File: config.mk
export PLATFORM = sky130hd
export DESIGN_NAME = mem_access
export DESIGN_NICKNAME = d
export VERILOG_FILES = /design/src/rtl/mem_access.sv
export SDC_FILE = /design/constraint.sdc
export NUM_CORES = 1
export LEC_CHECK = 0
export ABC_AREA = 1
export ABC_CLOCK_PERIOD_IN_PS = 4200
export BUFFER_PORTS_ARGS = -buffer_cell sky130_fd_sc_hd__buf_2
export CAP_MARGIN = 20
export CELL_PAD_IN_SITES_DETAIL_PLACEMENT = 0
export CELL_PAD_IN_SITES_GLOBAL_PLACEMENT = 1
export CORE_MARGIN = 1.5
export CORE_UTILIZATION = 25
export CTS_CLUSTER_DIAMETER = 60
export DETAILED_ROUTE_END_ITERATION = 10
export PLACE_DENSITY_LB_ADDON = 0.1
export SYNTH_ARGS = -nofsm -noshare
export SYNTH_HDL_FRONTEND = slang
export SYNTH_SLANG_ARGS = --single-unit
File: constraint.sdc
create_clock -name clk -period 4.2 [get_ports clk]
set_input_delay 0.21 -clock clk [delete_from_list [all_inputs] [get_ports clk]]
set_output_delay 0.21 -clock clk [all_outputs]
set_load 0.005 [all_outputs]
File: src/rtl/mem_access.sv
// rtl/mem_access.sv - RV32I memory-access stage: load/store sequencing, writeback and MEM bypass
module mem_access #(
  parameter int AW = 32
) (
  input  logic          clk,
  input  logic          rst,
  input  logic          insn_valid,
  input  logic [3:0]    insn_type,
  input  logic [3:0]    insn_sub_type,
  input  logic [4:0]    rd_ex,
  input  logic [31:0]   ex_val,
  input  logic [31:0]   store_val,
  output logic          dmem_req,
  output logic          dmem_we,
  output logic [AW-1:0] dmem_addr,
  output logic [3:0]    dmem_be,
  output logic [31:0]   dmem_wdata,
  input  logic          dmem_ack,
  input  logic [31:0]   dmem_rdata,
  output logic          mem_stall,
  output logic          wb_valid,
  output logic [4:0]    wb_reg,
  output logic [31:0]   wb_val,
  output logic [4:0]    bp_mem_reg,
  output logic [31:0]   bp_mem_val,
  output logic          misalign_err
);

  localparam logic [3:0] T_AR = 4'd0;
  localparam logic [3:0] T_L  = 4'd1;
  localparam logic [3:0] T_S  = 4'd2;
  localparam logic [3:0] T_DB = 4'd3;
  localparam logic [3:0] T_IB = 4'd4;

  typedef enum logic [1:0] {IDLE, REQ, RESP} state_t;

  state_t      state;
  logic [4:0]  cap_rd;
  logic [1:0]  cap_off;
  logic [1:0]  cap_size;
  logic        cap_zext;
  logic        cap_load;

  logic [1:0]  in_size;
  logic [1:0]  in_off;
  logic        in_mem;
  logic        in_alu;
  logic        in_legal;
  logic [3:0]  be_c;
  logic [31:0] wdata_c;
  logic [31:0] lane;
  logic [31:0] load_val;
  logic        sub_unused;

  assign sub_unused = insn_sub_type[3];
  assign mem_stall  = (state == REQ);

  always_comb begin
    in_size  = insn_sub_type[1:0];
    in_off   = ex_val[1:0];
    in_mem   = (insn_type == T_L) || (insn_type == T_S);
    in_alu   = (insn_type == T_AR) || (insn_type == T_DB) || (insn_type == T_IB);
    in_legal = (in_size == 2'd0) ||
               ((in_size == 2'd1) && !in_off[0]) ||
               ((in_size == 2'd2) && (in_off == 2'd0));
    be_c     = 4'b1111;
    wdata_c  = store_val;
    case (in_size)
      2'd0: begin
        be_c    = 4'b0001 << in_off;
        wdata_c = {4{store_val[7:0]}};
      end
      2'd1: begin
        be_c    = in_off[1] ? 4'b1100 : 4'b0011;
        wdata_c = {2{store_val[15:0]}};
      end
      default: ;
    endcase

    // Response lane is selected by the captured address, not the live ex_val.
    lane     = dmem_rdata >> {cap_off, 3'b000};
    load_val = lane;
    case (cap_size)
      2'd0: load_val = cap_zext ? {24'd0, lane[7:0]}  : {{24{lane[7]}}, lane[7:0]};
      2'd1: load_val = cap_zext ? {16'd0, lane[15:0]} : {{16{lane[15]}}, lane[15:0]};
      default: ;
    endcase
  end

  always_ff @(posedge clk or posedge rst) begin
    if (rst) begin
      state        <= IDLE;
      cap_rd       <= 5'd0;
      cap_off      <= 2'd0;
      cap_size     <= 2'd0;
      cap_zext     <= 1'b0;
      cap_load     <= 1'b0;
      dmem_req     <= 1'b0;
      dmem_we      <= 1'b0;
      dmem_addr    <= '0;
      dmem_be      <= 4'd0;
      dmem_wdata   <= 32'd0;
      wb_valid     <= 1'b0;
      wb_reg       <= 5'd0;
      wb_val       <= 32'd0;
      bp_mem_reg   <= 5'd0;
      bp_mem_val   <= 32'd0;
      misalign_err <= 1'b0;
    end else begin
      case (state)
        REQ: begin
          if (dmem_ack) begin
            dmem_req   <= 1'b0;
            dmem_we    <= 1'b0;
            dmem_addr  <= '0;
            dmem_be    <= 4'd0;
            dmem_wdata <= 32'd0;
            if (cap_load) begin
              state      <= RESP;
              wb_valid   <= (cap_rd != 5'd0);
              wb_reg     <= cap_rd;
              wb_val     <= load_val;
              bp_mem_reg <= cap_rd;
              bp_mem_val <= (cap_rd != 5'd0) ? load_val : 32'd0;
            end else begin
              state <= IDLE;
            end
          end
        end
        default: begin
          // RESP also accepts input: upstream was released on the ack edge.
          state        <= IDLE;
          wb_valid     <= 1'b0;
          wb_reg       <= 5'd0;
          wb_val       <= 32'd0;
          bp_mem_reg   <= 5'd0;
          bp_mem_val   <= 32'd0;
          misalign_err <= 1'b0;
          if (insn_valid && in_alu) begin
            wb_valid   <= (rd_ex != 5'd0);
            wb_reg     <= rd_ex;
            wb_val     <= ex_val;
            bp_mem_reg <= rd_ex;
            bp_mem_val <= (rd_ex != 5'd0) ? ex_val : 32'd0;
          end else if (insn_valid && in_mem) begin
            if (in_legal) begin
              state      <= REQ;
              cap_rd     <= rd_ex;
              cap_off    <= in_off;
              cap_size   <= in_size;
              cap_zext   <= insn_sub_type[2];
              cap_load   <= (insn_type == T_L);
              dmem_req   <= 1'b1;
              dmem_we    <= (insn_type == T_S);
              dmem_addr  <= AW'({ex_val[31:2], 2'b00});
              dmem_be    <= be_c;
              dmem_wdata <= wdata_c;
            end else begin
              misalign_err <= 1'b1;
            end
          end
        end
      endcase
    end
  end

endmodule

# After elaboration in Yosys (flattened, before gate mapping)
# Cells that the tools add are included.
# W data, S select, Z words.
dict set report totals {
  register_bits 154
  out_inout_bits 147
  word_cells 108
}
dict set report classes {
  eq_ne 11
  n_shift 2
  mux 56
  bitwise_logic 2
  n_reduce_logical 21
}
# operator n
set ops {}
lappend ops {{$mux W32} 21}
lappend ops {{$pmux W32 S2} 2}
lappend ops {{$shr A32 B5 Y32} 1}
lappend ops {{$mux W4} 6}
lappend ops {{$mux W5} 4}
lappend ops {{$mux W1} 19}
lappend ops {{$reduce_bool A5 Y1} 2}
lappend ops {{$eq A4 B2 Y1 const B} 2}
lappend ops {{$pmux W4 S2} 1}
lappend ops {{$reduce_and A4 Y1} 2}
lappend ops {{$eq A2 B1 Y1 const B} 3}
lappend ops {{$logic_not A2 Y1} 3}
lappend ops {{$mux W2} 3}
lappend ops {{$logic_or A1 B1 Y1} 5}
lappend ops {{$eq A4 B1 Y1 const B} 1}
lappend ops {{$eq A4 B3 Y1 const B} 1}
lappend ops {{$logic_and A1 B1 Y1} 4}
lappend ops {{$logic_not A4 Y1} 1}
lappend ops {{$ne A2 B2 Y1 const B} 2}
lappend ops {{$reduce_bool A2 Y1} 2}
lappend ops {{$shl A1 B2 Y4 const A} 1}
lappend ops {{$eq A2 B2 Y1 const B} 1}
lappend ops {{$ne A2 B1 Y1 const B} 1}
lappend ops {{$not A1 Y1} 2}
lappend ops {{2 further kinds} 2}

# Depth between registers and ports, before layout
# Gate-level depths: netlist of the first run.
dict set report logic_depth {
  word_depth 8
  depth_mapped 11
  depth_no_buf 9
}

# Worst setup path after synthesis of the first run
# OpenSTA, ideal clock, no wires.
dict set report synth_path {
  path_kind {reg2reg}
  start {register cap_off[1]}
  end {register wb_val[8]}
  setup_time_ns 0.118
  arrival_time_ns 1.263
  required_time_ns 4.082
  path_slack_ns 2.819
  path_stages_with_launch 9
  n_path_buf 2
  period_less_slack_ns 1.381
  path_cell_list {dfrtp_1 -> buf_4 -> inv_2 -> nand3_1 -> nand3_2 -> buf_2 -> nand2_1 -> a21oi_1 -> nor2_1}
}
dict set report synth_via {
  elab_chain_len 6
}
# element line
set synth_rtl {}
lappend synth_rtl {{from (decl)} 39} ;# logic [1:0] cap_off;
lappend synth_rtl {{from (signal assigned)} 149} ;# cap_off <= in_off;
lappend synth_rtl {{$shr A32 B5 Y32 (*)} 81} ;# lane = dmem_rdata >> {cap_off, 3'b000};
lappend synth_rtl {{$mux W32, on equally long branches} {85, 84}}
lappend synth_rtl {{$pmux W32 S2 (*)} 83} ;# case (cap_size)
lappend synth_rtl {{$mux W32 (*)} 118} ;# if (cap_load) begin
lappend synth_rtl {{$mux W32 (*)} 112} ;# if (dmem_ack) begin
lappend synth_rtl {{$mux W32 (*)} 110} ;# case (state)
lappend synth_rtl {{to (signal assigned)} 122} ;# wb_val <= load_val;
lappend synth_rtl {{to (signal assigned)} 142} ;# wb_val <= ex_val;
lappend synth_rtl {{to (decl)} 23} ;# output logic [31:0] wb_val,
# Every way passes the cells marked *; elsewhere a longest branch is shown, timed or not. The select of a mux whose other input is x is not followed.
# A chain may end at the register's enable or synchronous reset.

# Final worst setup path of the first run
dict set report layout_path {
  start {register cap_off[1]}
  end {register bp_mem_val[30]}
}
dict set report layout_via {
  elab_chain_len 7
}
# element line
set layout_rtl {}
lappend layout_rtl {{$shr A32 B5 Y32 (*)} 81}
lappend layout_rtl {{$mux W32, on equally long branches} {85, 84}}
lappend layout_rtl {{$pmux W32 S2 (*)} 83}
lappend layout_rtl {{$mux W32 (*)} 124} ;# bp_mem_val <= (cap_rd != 5'd0) ? load_val : 32'd0;
lappend layout_rtl {{$mux W32 (*)} 118}
lappend layout_rtl {{$mux W32 (*)} 112}
lappend layout_rtl {{$mux W32 (*)} 110}
lappend layout_rtl {{to (signal assigned)} 124}
lappend layout_rtl {{to (signal assigned)} 144} ;# bp_mem_val <= (rd_ex != 5'd0) ? ex_val : 32'd0;
lappend layout_rtl {{to (decl)} 25} ;# output logic [31:0] bp_mem_val,
# Marks and branches as above.

==> results of run 1 <==
report_power, final:
part | switching, W | internal, W
logic | 0.000740 | 0.000459
registers | 0.000151 | 0.00172
clock network | 0.000724 | 0.000912
synthesized netlist by cell type, drive strengths merged, types with 2 or more instances:
master / n
o22a: 2
a21oi: 87
dfrtp: 152
nor2: 116
nand3: 47
o21a: 2
o22ai: 3
nand2: 405
buf: 49
inv: 43
a31oi: 8
clkbuf: 13
o21ai: 66
timing repair:
action	in CTS	in global routing
hold buffers	24	0
setup endpoints to repair	0	0
hold endpoints to repair	24	0
setup buffers	0	0
worst min-delay path: stages:
cell and delay (ns):
buf_2 0.11, clkinvlp_4 0.07, buf_12 0.55
per-stage QoR:
step / area, um^2 / setup WS, ns
2_1_floorplan: 7460 / 2.07
3_3_place_gp: 9000 / 1.69
3_5_place_dp: 9000 / 1.70
4_1_cts: 9850 / 1.68
5_1_grt: 9880 / 1.49
6_report: 9880 / 1.73
metal layers:
layer  share of wire (%)  wire length, um  vias to the layer above
met5                   0                0                        -
met4                0.71              197                        0
met3                 5.2             1450                        9
met2                  47            13000                      180
met1                  47            13100                     3372
li1                    -                -                     3654
worst max path at each step:
| stage | end | slack [ns] | cells past startpoint |
|---|---|---|---|
| 4_1_cts | bp_mem_val[30] | 1.68 | 6 |
| 6_report | bp_mem_val[30] | 1.73 | 6 |
| 3_3_place_gp | bp_mem_val[26] | 1.69 | 6 |
| 2_1_floorplan | bp_mem_reg[0] | 2.07 | 1 |
| 5_1_grt | wb_val[29] | 1.49 | 6 |
| 3_5_place_dp | bp_mem_val[28] | 1.70 | 6 |
layout make-up:
type,count,area [um^2],area share [%]
flip-flops and latches,152,3800,38.5
diodes,1,2.50,0.0253
clock inverters,14,165,1.67
well taps,390,488,4.94
inverters,44,169,1.71
repair buffers,290,1650,16.7
multi-input cells,741,3160,32.0
clock buffers,18,439,4.45
logic make-up (layout without fill, tap and decap cells):
family,count (synthesis),in the layout
simple gates,570,570
compound gates,169,169
other cells,1,3
buf+inv,106,366
flops,152,152
==> impl_metrics.json, run 1 <==
{
  "outcome": "finished, violations left",
  "violations": "hold timing",
  "final_cells": 1650,
  "synth_ff_type": "dfrtp_1",
  "top_regs": "bp_mem_val (32), dmem_wdata (32), wb_val (32)",
  "synthCells": 998,
  "globalRouteMet2Util_pct": 30.1,
  "gp_congestion": 0.736,
  "rr_startpoint": "cap_off[1]",
  "p_leak_nw": 5.54,
  "ys_ff_latch": 152,
  "grt_usage_pct": 18.4,
  "rrSetupSlack_ns": 1.73,
  "finalPower_w": 0.00470,
  "cp_common_cell": "nand3_1",
  "layout_commonest_cell": "nand2_1",
  "cts_resized": 0,
  "crit_chain": "inv_2, nand3_1, nand3_2, nand3_1, nand2_1, a21oi_1",
  "use_met1_pct": 24.7,
  "synthArstFlopShare_pct": 100,
  "fillCellCount": 3262,
  "required_ns": 4.54,
  "crit_family": "simple AND/OR/NAND/NOR gates",
  "period_needed_ns": 2.47,
  "gr-usage-met3_pct": 4.20,
  "tightest_slew_ns": 0.959,
  "rsz0062_at_grt": "false",
  "grt_pass1_vias": 7329,
  "synth_top_family_by_area": "simple AND/OR/NAND/NOR gates",
  "synth.avg_cell_area_um2": 7.47,
  "synth_edf_count": 0,
  "fp.dieArea_mm2": 0.0308,
  "startpoint": "cap_off[1]",
  "drc_errors": 0,
  "synth_area_mm2": 0.00745,
  "netlist_top_cells_area": "dfrtp_1 51%, nand2_1 20%, a21oi_1 5.8%, nor2_1 5.7%, nand3_1 3.0%",
  "worstSetupEndpointType": "register",
  "slew_headroom_pct": 35.8,
  "nets": 1359,
  "numPortBuffers": 256,
  "synth_compound_area_share_pct": 11.8,
  "tns_ns": 0,
  "worstPathMaxFanout": 24,
  "initial_core_util_pct": 25.3,
  "final_hold_viol_count": 9,
  "drtAntennaViolNets": 0,
  "grt_overflow": 0,
  "fp.dieW_um": 176,
  "firstDrtPassIters": 5,
  "final_cell_mix": "400 x nand2_1, 256 x buf_2, 152 x dfrtp_1",
  "clockRootBuffer": "clkbuf_16",
  "clk_pin_slew_ns": 0.07,
  "cts_tree": "yes",
  "cap_viol_max_count": 0,
  "synth_top_area_share_pct": 51.0,
  "synth.distinct_cells": 30,
  "crit_type": "register to register",
  "synth-xor-area-share_pct": 0,
  "fp.dieH_um": 176,
  "drive_above_1_share_pct": 25.3,
  "cp-start-kind": "register",
  "routedWlPerCell_um": 16.9,
  "yosysSeqAreaShare_pct": 51.0,
  "boundaryPins": 260,
  "clock-sinks": 152,
  "busiest_layer": "met2",
  "vdd_ir_drop_max_mv": 0.271,
  "grt_pass1_wl_um": 43300,
  "vias_per_cell": 4.37,
  "cts_made_buffers": 17,
  "post-route-period-util_pct": 58.8,
  "row_count": 63,
  "hpwl_um": 19000,
  "hold_class": "input port to async pin",
  "cts_buffer_depth": 2,
  "synth.area.mux_share_pct": 0,
  "post-place-cells": 1592,
  "grt_antenna_before_repair": 1,
  "worstPathArrival_ns": 2.81,
  "fin_worst_skew_ns": 0.0132,
  "area_growth_pct": 32.6,
  "rr_endpoint": "bp_mem_val[30]",
  "final_util_pct": 33.5,
  "powerDensity_mw_per_mm2": 476,
  "grt_max_degree": 153,
  "dr.first_iter.drc_count": 351,
  "cpMaxStageDelayCell": "dfrtp_1",
  "yosysTopAreaCell": "dfrtp_1",
  "cp_num_buf_inv": 1,
  "synth_adder_area_share_pct": 0,
  "vias": 7215,
  "synthSimpleGateAreaFrac_pct": 30.2,
  "finalMaxSlewViolations": 0,
  "fmax_mhz": 405,
  "ys_warn_count": 0,
  "setup-violations-final": 0,
  "insertion_delay_ns": 0.43,
  "rr_worst_depth": 6,
  "totalWireLength_um": 27800,
  "max_stage_delay_ns": 0.82,
  "core_mm2": 0.0295,
  "holdWs_ns": -0.00976,
  "cts-htree-levels": 4
}
Power figures use the tool's default switching activity.
==> run 2: changes to the inputs <==
Settings changed: ABC_CLOCK_PERIOD_IN_PS 4200 to 2050.
Clock period 4.2 ns to 2.05 ns, I/O delays scaled along.
==> impl_metrics.json, run 2 (synthesis gave the netlist of run 1 again) <==
{
  "clock-sinks": 152,
  "final_cell_mix": "400 x nand2_1, 256 x buf_2, 152 x dfrtp_1",
  "drc_errors": 0,
  "cts_setup_buffers": 0,
  "final_util_pct": 35.7,
  "p_switching_w": 0.00336,
  "grt_antenna_before_repair": 1,
  "setup-violations-final": 0,
  "top_regs": "bp_mem_val (32), dmem_wdata (32), wb_val (32)",
  "pwr-share-comb_pct": 27.2,
  "powerDensity_mw_per_mm2": 920,
  "grt_pass1_vias": 7625,
  "rsz0062_at_grt": "false",
  "clockRootBuffer": "clkbuf_16",
  "hpwl_um": 20300,
  "vdd_ir_drop_max_mv": 0.567,
  "fin_ws_ns": 0.300,
  "post-place-ws_ns": 0.206,
  "insertion_delay_ns": 0.43,
  "worstPathMaxFanout": 25,
  "grt_usage_pct": 18.9,
  "drtAntennaViolNets": 0,
  "finalPower_w": 0.00968,
  "fp.dieArea_mm2": 0.0308,
  "firstDrtPassIters": 5,
  "worstSetupEndpointType": "register",
  "seq_area_mm2": 0.00380,
  "pwr-share-seq_pct": 39.5,
  "grt_pass1_wl_um": 44600,
  "fp.dieW_um": 176,
  "slew_headroom_pct": 45.2,
  "core_mm2": 0.0295,
  "cpMaxStageDelayCell": "dlygate4sd3_1",
  "whs_endpoint": "dmem_wdata[14]",
  "hold_class": "input port to register",
  "fin_worst_skew_ns": 0.0160,
  "final_hold_viol_count": 0,
  "cts-htree-levels": 4,
  "hold_buffers": 72,
  "period_needed_ns": 1.75,
  "crit_chain": "dlygate4sd3_1, buf_2, inv_2, nand2_1, o21ai_2, nand2_4, nor2_8, inv_2, nand2_1, o21ai_1",
  "max_stage_delay_ns": 0.54,
  "finalMaxSlewViolations": 0,
  "rrSetupSlack_ns": 0.32,
  "clk_pin_slew_ns": 0.07,
  "row_count": 63,
  "vias_per_cell": 4.43,
  "p_int_w": 0.00632,
  "crit_type": "input port to register",
  "post-route-period-util_pct": 85.4,
  "totalWireLength_um": 28800,
  "drive_above_1_share_pct": 25.5,
  "grt_max_degree": 69,
  "fillCellCount": 3278,
  "cts_made_buffers": 17,
  "min-delay-start": "store_val[14]",
  "nets": 1427,
  "min_path_cells": 5,
  "multi_input_area_mm2": 0.00316,
  "rr_startpoint": "state[1]",
  "cp-start-kind": "input port",
  "cts_resized": 0,
  "cap_viol_max_count": 0,
  "p_leak_nw": 5.83,
  "initial_core_util_pct": 25.3,
  "tightest_slew_ns": 0.819,
  "boundaryPins": 260,
  "rr_worst_depth": 8,
  "fp.dieH_um": 176,
  "sw_frac_of_total_pct": 34.7,
  "required_ns": 2.35,
  "worstPathArrival_ns": 2.05,
  "gp_congestion": 0.767,
  "fmax_mhz": 571,
  "grt_overflow": 0,
  "vias": 7614,
  "layout_commonest_cell": "nand2_1",
  "dr.first_iter.drc_count": 419,
  "rr_endpoint": "dmem_addr[22]",
  "area_growth_pct": 41.1,
  "power.share.clock_pct": 33.3,
  "outcome": "complete, no violations",
  "cts_tree": "yes",
  "tns_ns": 0,
  "cts_buffer_depth": 2,
  "routedWlPerCell_um": 16.7,
  "numPortBuffers": 256
}
run 2: changes by cell type in the layout (fill, tap and decap cells not counted), moves of 2 or more:
cell | previous run | this run
inv_6 | 2 | 5
buf_12 | 3 | 7
clkinvlp_4 | 1 | 3
buf_4 | 6 | 23
dlygate4sd3_1 | 24 | 72
clkinv_4 | 5 | 2
run 2: worst max-delay path by stage:
stage               slack (ns)             end         start  cells past startpoint
detailed placement        0.21  dmem_wdata[19]  insn_type[0]                     11
global placement          0.24   dmem_addr[17]  insn_type[0]                     11
floorplan                 0.03   bp_mem_reg[0]           rst                      1
CTS                       0.22       cap_rd[0]     ex_val[0]                     10
global route              0.11       cap_rd[0]     ex_val[0]                     10
finish                    0.30       cap_rd[0]     ex_val[0]                     10
run 2: power by group through the flow:
stage               registers (W)  clock network, W  logic, W
global route              0.00389           0.00345   0.00301
detailed placement        0.00387                 0   0.00258
CTS                       0.00382           0.00332   0.00270
finish                    0.00382           0.00322   0.00264
global placement          0.00387                 0   0.00257
floorplan                 0.00387                 0   0.00139
run 2: critical path, delay by kind of cell:
| kind | cells | cell delay, ns |
|---|---|---|
| buf+inv | 4 | 1.06 |
| simple gates | 4 | 0.59 |
| compound gates | 2 | 0.27 |
run 2: layout make-up:
cell class	count	share of cell area, %
well taps	390	4.64
multi-input cells	741	30.0
flip-flops and latches	152	36.2
clock buffers	18	4.18
inverters	44	1.61
repair buffers	358	22.0
clock inverters	14	1.32
diodes	1	0.0238
run 2: metal layers:
metal,vias up,global-route usage (%),wire length (um)
li1,3789,-,-
met1,3612,25.8,13700
met2,198,30.8,13300
met3,15,3.57,1430
met4,0,4.10,304
met5,-,0,0
run 2: through the flow:
| step | area [um^2] | hold slack (ns) | std cells |
|---|---|---|---|
| 2_1_floorplan | 7460 | 0.211 | 999 |
| 3_3_place_gp | 9210 | 0.0834 | 1613 |
| 3_5_place_dp | 9210 | 0.0819 | 1613 |
| 4_1_cts | 10500 | 0.0377 | 1717 |
| 5_1_grt | 10500 | 0.0566 | 1718 |
| 6_report | 10500 | 0.0510 | 1718 |
==> run 3: changes to the inputs <==
Settings changed: PLACE_DENSITY set to 0.62, PLACE_DENSITY_LB_ADDON 0.1 to unset.
==> impl_metrics.json, run 3 (synthesis gave the netlist of run 1 again) <==
{
  "cts_made_buffers": 17,
  "clockRootBuffer": "clkbuf_16",
  "powerDensity_mw_per_mm2": 913,
  "p_leak_nw": 5.78,
  "crit_family": "simple AND/OR/NAND/NOR gates",
  "tns_ns": 0,
  "tightest_slew_ns": 0.547,
  "cts-htree-levels": 4,
  "totalWireLength_um": 27100,
  "area_growth_pct": 40.4,
  "grt_max_degree": 58,
  "drtAntennaViolNets": 0,
  "firstDrtPassIters": 4,
  "final_hold_viol_count": 0,
  "grt_overflow": 0,
  "fp.dieW_um": 176,
  "finalMaxSlewViolations": 0,
  "slew_headroom_pct": 63.5,
  "min-delay-start": "store_val[14]",
  "cp_num_buf_inv": 2,
  "final_cell_mix": "400 x nand2_1, 256 x buf_2, 152 x dfrtp_1",
  "cpMaxStageDelayCell": "dfrtp_1",
  "crit_chain": "nor2_4, buf_4, nand2_1, nand2_2, o21ai_4, buf_12, nand2_1, o21ai_0",
  "post-route-period-util_pct": 84.6,
  "boundaryPins": 260,
  "required_ns": 2.35,
  "startpoint": "state[1]",
  "place_area_mm2": 0.00919,
  "cts_setup_buffers": 0,
  "grt_pass1_wl_um": 41700,
  "fin_worst_skew_ns": 0.0109,
  "hpwl_um": 19400,
  "rr_startpoint": "state[1]",
  "crit_type": "register to register",
  "vdd_ir_drop_max_mv": 0.589,
  "drc_errors": 0,
  "routedWlPerCell_um": 15.8,
  "grt_antenna_before_repair": 0,
  "row_count": 63,
  "grt_pass1_vias": 7182,
  "hold_class": "input port to register",
  "setup-violations-final": 0,
  "dr.first_iter.drc_count": 483,
  "outcome": "complete, no violations",
  "top_regs": "bp_mem_val (32), dmem_wdata (32), wb_val (32)",
  "rrSetupSlack_ns": 0.32,
  "cap_viol_max_count": 0,
  "finalPower_w": 0.00955,
  "worstSetupEndpointType": "register",
  "finalInstanceArea_mm2": 0.0105,
  "clock-sinks": 152,
  "worstPathMaxFanout": 38,
  "drive_above_1_share_pct": 25.0,
  "cp-start-kind": "register",
  "rsz0062_at_grt": "false",
  "worstPathArrival_ns": 2.04,
  "cp_common_cell": "nand2_1",
  "cts_tree": "yes",
  "core_mm2": 0.0295,
  "insertion_delay_ns": 0.43,
  "layout_commonest_cell": "nand2_1",
  "cts_buffer_depth": 2,
  "gp_congestion": 0.782,
  "initial_core_util_pct": 25.3,
  "max_stage_delay_ns": 0.39,
  "diodes": 0,
  "clk_pin_slew_ns": 0.07,
  "vias": 7560,
  "grt_usage_pct": 17.6,
  "nets": 1421,
  "period_needed_ns": 1.73,
  "fp.dieArea_mm2": 0.0308,
  "fmax_mhz": 577,
  "fp.dieH_um": 176,
  "numPortBuffers": 256,
  "vias_per_cell": 4.42
}
[run 3: cell types whose count changed in the layout (fill, tap and decap cells not counted), sizes merged]
cell and delta:
clkinvlp +3, diode -1, bufinv +1, clkbuf +1
dlygate4sd3 -1, inv -7, buf -5, clkinv +1
[run 3: final timing paths]
check                                       to  cells after the start
worst max-delay path            dmem_wdata[23]                      8
worst min-delay path            dmem_wdata[14]                      5
worst max register to register  dmem_wdata[23]                      8
worst min register to register   dmem_addr[18]                      2
max in group asynchronous             cap_load                      4
min in group asynchronous         dmem_addr[6]                      3
[run 3: cell type report]
class	count	area, um^2
Multi-Input combinational cell	741	3160
Tap cell	390	488
Inverter	44	171
Fill cell	3231	19000
Clock inverter	12	130
Timing Repair Buffer	352	2280
Clock buffer	19	433
Sequential cell	152	3800
[run 3: metal layers]
layer / vias to the layer above / routed length, um / track usage, %
met1: 3550 / 13100 / 24.3
met3: 19 / 1120 / 3.18
met4: 0 / 265 / 3.70
met5: - / 0 / 0
met2: 204 / 12600 / 28.7
li1: 3787 / - / -
[run 3: worst reg2reg max path: cells and delay by family (launching register included)]
kind | cells | cell delay [ns]
DFF | 1 | 0.39
buffers and inverters | 2 | 0.50
AOI/OAI and AO/OA | 2 | 0.17
and+or+nand+nor | 4 | 0.54
[run 3: repair_timing]
action / 4_1_cts / 5_1_grt
setup endpoints to repair: 0 / 14
endpoints found under the hold margin: 106 / 0
resized for setup: 0 / 2
hold buffers: 71 / 0
[run 3: per-stage QoR]
step / cells / setup WS, ns / hold slack (ns) / utilization, %
2_1_floorplan: 999 / 0.0306 / 0.211 / -
5_1_grt: 1710 / 0.132 / 0.0402 / 35.5
6_report: 1710 / 0.316 / 0.0373 / 35.5
3_3_place_gp: 1608 / 0.160 / 0.186 / 31.2
3_5_place_dp: 1608 / 0.0941 / 0.185 / 31.2
4_1_cts: 1710 / 0.0740 / 0.0184 / 35.5
[run 3: report_power, final]
group | internal (W) | switching, W | total [W]
logic | 0.00106 | 0.00154 | 0.00261
registers | 0.00352 | 0.000293 | 0.00381
clock network | 0.00178 | 0.00135 | 0.00313
